File: src/rtl/video_timing_pkg.sv
// Raster timing constants for 1280x720@60. Shared by the signal generator,
// the half-resolution scaler and the frame-buffer logic.
package video_timing_pkg;
    localparam int ACTIVE_H_PIXELS = 1280;
    localparam int H_FRONT_PORCH   = 110;
    localparam int H_SYNC_WIDTH    = 40;
    localparam int H_BACK_PORCH    = 220;
    localparam int ACTIVE_LINES    = 720;
    localparam int V_FRONT_PORCH   = 5;
    localparam int V_SYNC_WIDTH    = 5;
    localparam int V_BACK_PORCH    = 20;
    localparam int FPS             = 60;

    localparam int H_TOTAL  = ACTIVE_H_PIXELS + H_FRONT_PORCH + H_SYNC_WIDTH + H_BACK_PORCH;
    localparam int V_TOTAL  = ACTIVE_LINES + V_FRONT_PORCH + V_SYNC_WIDTH + V_BACK_PORCH;
    localparam int HS_START = ACTIVE_H_PIXELS + H_FRONT_PORCH;
    localparam int HS_END   = HS_START + H_SYNC_WIDTH;
    localparam int VS_START = ACTIVE_LINES + V_FRONT_PORCH;
    localparam int VS_END   = VS_START + V_SYNC_WIDTH;

    // Port widths are fixed; totals above 2047 / 1023 / 63 are not supported.
    localparam int HCOUNT_W = 11;
    localparam int VCOUNT_W = 10;
    localparam int FC_W     = 6;
endpackage

File: src/rtl/wrap_counter.sv
// Modulo-(MAX+1) counter with synchronous reset. Exposes its next value so the
// parent can register decodes aligned with the count itself.
module wrap_counter #(
    parameter int MAX = 1,
    parameter int W   = 1
) (
    input  logic         clk,
    input  logic         rst,
    input  logic         en,
    output logic [W-1:0] count,
    output logic [W-1:0] count_next,
    output logic         tc
);
    assign tc = (count == W'(MAX));

    always_comb begin
        count_next = count;
        if (rst)
            count_next = '0;
        else if (en)
            count_next = tc ? '0 : count + W'(1);
    end

    always_ff @(posedge clk)
        count <= count_next;
endmodule

File: src/rtl/video_sig_gen.sv
// Raster timing generator: pixel position counters plus registered sync,
// active-draw, new-frame and frame-count outputs, all for the same position.
module video_sig_gen
    import video_timing_pkg::HCOUNT_W;
    import video_timing_pkg::VCOUNT_W;
    import video_timing_pkg::FC_W;
#(
    parameter int ACTIVE_H_PIXELS = video_timing_pkg::ACTIVE_H_PIXELS,
    parameter int H_FRONT_PORCH   = video_timing_pkg::H_FRONT_PORCH,
    parameter int H_SYNC_WIDTH    = video_timing_pkg::H_SYNC_WIDTH,
    parameter int H_BACK_PORCH    = video_timing_pkg::H_BACK_PORCH,
    parameter int ACTIVE_LINES    = video_timing_pkg::ACTIVE_LINES,
    parameter int V_FRONT_PORCH   = video_timing_pkg::V_FRONT_PORCH,
    parameter int V_SYNC_WIDTH    = video_timing_pkg::V_SYNC_WIDTH,
    parameter int V_BACK_PORCH    = video_timing_pkg::V_BACK_PORCH,
    parameter int FPS             = video_timing_pkg::FPS
) (
    input  logic                clk_pixel_in,
    input  logic                rst_in,
    output logic [HCOUNT_W-1:0] hcount_out,
    output logic [VCOUNT_W-1:0] vcount_out,
    output logic                hs_out,
    output logic                vs_out,
    output logic                ad_out,
    output logic                nf_out,
    output logic [FC_W-1:0]     fc_out
);
    localparam int H_TOTAL = ACTIVE_H_PIXELS + H_FRONT_PORCH + H_SYNC_WIDTH + H_BACK_PORCH;
    localparam int V_TOTAL = ACTIVE_LINES + V_FRONT_PORCH + V_SYNC_WIDTH + V_BACK_PORCH;

    localparam logic [HCOUNT_W-1:0] H_ACT = HCOUNT_W'(ACTIVE_H_PIXELS);
    localparam logic [HCOUNT_W-1:0] HS_S  = HCOUNT_W'(ACTIVE_H_PIXELS + H_FRONT_PORCH);
    localparam logic [HCOUNT_W-1:0] HS_E  = HCOUNT_W'(ACTIVE_H_PIXELS + H_FRONT_PORCH + H_SYNC_WIDTH);
    localparam logic [VCOUNT_W-1:0] V_ACT = VCOUNT_W'(ACTIVE_LINES);
    localparam logic [VCOUNT_W-1:0] VS_S  = VCOUNT_W'(ACTIVE_LINES + V_FRONT_PORCH);
    localparam logic [VCOUNT_W-1:0] VS_E  = VCOUNT_W'(ACTIVE_LINES + V_FRONT_PORCH + V_SYNC_WIDTH);

    logic                started;
    logic [HCOUNT_W-1:0] h_next;
    logic [VCOUNT_W-1:0] v_next;
    logic [FC_W-1:0]     fc_next;
    logic                h_tc, v_tc, fc_tc;
    logic                nf_next;
    logic                unused_tc;

    // The first edge after release presents (0,0) without advancing.
    always_ff @(posedge clk_pixel_in)
        started <= !rst_in;

    wrap_counter #(.MAX(H_TOTAL - 1), .W(HCOUNT_W)) u_h (
        .clk(clk_pixel_in), .rst(rst_in), .en(started),
        .count(hcount_out), .count_next(h_next), .tc(h_tc)
    );

    wrap_counter #(.MAX(V_TOTAL - 1), .W(VCOUNT_W)) u_v (
        .clk(clk_pixel_in), .rst(rst_in), .en(started && h_tc),
        .count(vcount_out), .count_next(v_next), .tc(v_tc)
    );

    assign nf_next = (h_next == H_ACT) && (v_next == V_ACT);

    wrap_counter #(.MAX(FPS - 1), .W(FC_W)) u_fc (
        .clk(clk_pixel_in), .rst(rst_in), .en(nf_next),
        .count(fc_out), .count_next(fc_next), .tc(fc_tc)
    );

    assign unused_tc = v_tc | fc_tc | (|fc_next);

    // Decode the position the counters are about to hold so flags line up.
    always_ff @(posedge clk_pixel_in) begin
        if (rst_in) begin
            hs_out <= 1'b0;
            vs_out <= 1'b0;
            ad_out <= 1'b0;
            nf_out <= 1'b0;
        end else begin
            hs_out <= (h_next >= HS_S) && (h_next < HS_E);
            vs_out <= (v_next >= VS_S) && (v_next < VS_E);
            ad_out <= (h_next < H_ACT) && (v_next < V_ACT);
            nf_out <= nf_next;
        end
    end
endmodule

File: config.mk
export PLATFORM = sky130hd
export DESIGN_NAME = video_sig_gen
export DESIGN_NICKNAME = d
export VERILOG_FILES = /design/src/rtl/video_timing_pkg.sv /design/src/rtl/wrap_counter.sv /design/src/rtl/video_sig_gen.sv
export SDC_FILE = /design/constraint.sdc
export NUM_CORES = 1
export LEC_CHECK = 0
export ABC_AREA = 1
export BUFFER_PORTS_ARGS = -buffer_cell sky130_fd_sc_hd__buf_2
export CAP_MARGIN = 20
export CELL_PAD_IN_SITES_DETAIL_PLACEMENT = 2
export CELL_PAD_IN_SITES_GLOBAL_PLACEMENT = 2
export CORE_UTILIZATION = 30
export CTS_CLUSTER_DIAMETER = 120
export DETAILED_ROUTE_END_ITERATION = 12
export HOLD_SLACK_MARGIN = 0.03
export PLACE_DENSITY_LB_ADDON = 0.1
export SYNTH_ARGS = -nofsm -noshare
export SYNTH_HDL_FRONTEND = slang
export SYNTH_SLANG_ARGS = --single-unit
File: constraint.sdc
create_clock -name clk_pixel_in -period 3.74 [get_ports clk_pixel_in]
set_input_delay 0.374 -clock clk_pixel_in [delete_from_list [all_inputs] [get_ports clk_pixel_in]]
set_output_delay 0.374 -clock clk_pixel_in [all_outputs]
set_load 0.03 [all_outputs]
==> metrics.md <==
| Metric | Value |
|---|---|
| Number of setup violations in the final report | 0 |
| Effective utilization at floorplan | 0.318 |
| Maximum clock path buffer count | 2 |
| Die X-Extent | 87.8 um |
| Worst-margin pin slew | 0.400 ns |
| Library cells used by synthesis | 28 |
| Netlist Area Pre-Place | 0.00221 sq mm |
| Area grow syn2layout | 16.1% |
| Commonest non-fill, non-tap cell in the layout | nand2_1 |
| Clock skew | 0.0127 ns |
| Hold_sp | rst_in |
| Final Max Tran Viols | 0 |
| Hold WS | 0.285 ns |
| Top Layer Used | met4 |
| CTS root buf | clkbuf_8 |
| Core area | 0.00694 sq mm |
| CP Cell Sequence | ha_1, inv_1, nor2_2, nand3_4, nand2_4, nand2_1, nand3_1, inv_1, nor2_1, nand2_1, nor2_1, nand2_1, nor2_1, nor2_1 |
| DRC violations left | 0 |
| Setup crit start | u_h.count[0] |
| # resized after CTS | 0 |
| DR WL met2 | 3.53 mm |
| Antenna-violating nets left | 0 |
| Per-cell routed wire length | 15.3 um |
| # port buffers | 32 |
| Yosys warnings | 0 |
| Initial antenna violation count | 0 |
| WP data arrival | 2.52 ns |
| Critical path type | reg -> reg |
| Worst-path maximum fanout | 13 |
| Iter 0 DRT Violations | 85 |
| CTS Sinks | 32 |
| Vias in the first global route | 2,497 |
| M1 WL | 3.78 mm |
| Fill cell count | 905 |
| Setup crit start kind | register |
| Period utilisation layout | 0.625 |
| # H-tree levels | 2 |
| I/O pins | 33 |
| DR WL met3 | 183 um |
| Max_cap viols | 0 |
| Antenna diodes | 0 |
| CP max-delay cell | dfxtp_1 |
| Pin count of the biggest net entering global routing | 15 |
| Clock period minus worst slack | 2.34 ns |
| Final design utilization | 0.370 |
| CP required | 3.92 ns |
| CTS tree | built |
| Total number of vias | 2,332 |
| Via/cell ratio | 4.74 |
| Post-CTS Setup Bufs | 0 |
| Die ar. | 0.00772 sq mm |
| Clock transition at path regs | 0.08 ns |
| Setup TNS | 0 ns |
| Kind of end point of the critical path | register |
| Leak | 1.41 nW |
| CP top delay family | simple AND/OR/NAND/NOR gates |
| Tot GR Track Use | 0.214 |
| Nets@finish | 402 |
| Mean area per synthesized cell | 6.18 sq um |
| Slew headroom | 0.731 |
| RSZ-0062 raised after global routing | false |
| Final Routed Wirelength | 7.55 mm |
| Final HPWL DP | 6.36 mm |
| IR drop worst, VDD | 0.131 mV |
| Outcome | completed |
| Syn Inst Count | 358 |
| TritonRoute pass-1 iters | 4 |
| Grt total ovfl | 0 |
| PwrDens | 284 mW/mm^2 |
| Clock latency on the worst-skew pair | 0.29 ns |
| Achievable Freq | 0.428 GHz |
| Critical R2R Launch | u_h.count[0] |
| Die Height | 87.8 um |
| Max stage delay on crit path | 0.41 ns |
| Share of cells above drive strength 1 | 0.192 |
| Hold Fails Final Rpt | 0 |
| Most frequent CP cell | nor2_1 |
| Most frequent cells in the layout | nand2_1, inv_1, nor2_1 |
| CTS Buf Count | 5 |
| Crit path buf inv count | 2 |
| HP Class | in -> reg |
| Routability cong. | 0.829 |
| Global-route wire length before repair | 12.5 mm |
| Seq cells post-synth | 32 |
| Hold buffers post-CTS | 0 |
| Post-synthesis sequential area ratio | 0.290 |
| Row Count | 30 |
| Post-Syn Nets | 365 |
==> power by group <==
group          switching, mW  leakage (nW)  total, mW  internal (mW)
logic                 0.0320          1.10     0.0443         0.0123
clock network          0.137        0.0552      0.334          0.198
registers            0.00531         0.259      0.349          0.344
==> layer usage <==
metal	global-route usage	vias to the layer above
li1	-	1175
met1	0.287	1122
met2	0.366	29
met4	0.0402	0
met3	0.0320	6
met5	0	-
==> cell usage after synthesis (all sizes together) <==
| cell | number | area [sq um] |
|---|---|---|
| nor4 | 1 | 6.26 |
| nor3 | 6 | 35.0 |
| nand3 | 36 | 203 |
| nand2 | 99 | 424 |
| dfxtp | 32 | 641 |
| o21bai | 2 | 15.0 |
| ha | 5 | 62.6 |
| xor2 | 1 | 8.76 |
| and2 | 1 | 6.26 |
| a21oi | 9 | 45.0 |
| o21ai | 13 | 68.8 |
| nor2 | 66 | 313 |
| a31oi | 1 | 6.26 |
| buf | 3 | 38.8 |
| o31ai | 1 | 7.51 |
| inv | 73 | 274 |
| nand4 | 9 | 56.3 |
==> cell type report <==
cell class | instances | area (sq um) | area share
repair buffers | 33 | 168 | 0.0653
multi-input cells | 250 | 1260 | 0.490
well taps | 96 | 120 | 0.0468
clock buffers | 6 | 72.6 | 0.0283
inverters | 73 | 274 | 0.107
flip-flops and latches | 32 | 641 | 0.250
clock inverters | 2 | 35.0 | 0.0136
==> cell families after synthesis <==
logic type               synth area share
AO/OA/AOI/OAI                      0.0645
AND/OR/NAND/NOR                     0.472
XOR/XNOR                          0.00396
adder cells (fa/ha/maj)            0.0283
buffers and inverters               0.141
flip-flops                          0.290
==> worst register-to-register path, stage by stage (launching register included) <==
cell	delay, ns
dfxtp_1	0.41
ha_1	0.18
inv_1	0.07
nor2_2	0.15
nand3_4	0.16
nand2_4	0.24
nand2_1	0.20
nand3_1	0.20
inv_1	0.09
nor2_1	0.09
nand2_1	0.06
nor2_1	0.08
nand2_1	0.12
nor2_1	0.13
nor2_1	0.06
==> state kept, by name (all words and copies together), names as in the netlist <==
register / cells
started: 1
u_v.count: 10
vs_out: 1
nf_out: 1
u_h.count: 11
u_fc.count: 6
hs_out: 1
ad_out: 1
==> metrics by stage <==
stage / total power [mW] / instances / setup WS (ns) / area, sq um
finish: 0.728 / 492 / 1.40 / 2570
global placement: 0.401 / 484 / 1.40 / 2460
floorplan: 0.392 / 358 / 1.71 / 2210
CTS: 0.741 / 492 / 1.32 / 2570
detailed placement: 0.402 / 484 / 1.33 / 2460
global route: 0.757 / 492 / 1.08 / 2570
==> worst paths after layout <==
path                        end  slack [ns]  cells after the start
hold reg to reg   u_fc.count[5]        0.56                      4
hold / removal     u_h.count[9]        0.28                      2
setup reg to reg  u_fc.count[3]        1.40                     14
setup / recovery  u_fc.count[3]        1.40                     14
Note: power is estimated with default switching activity, not from simulation.
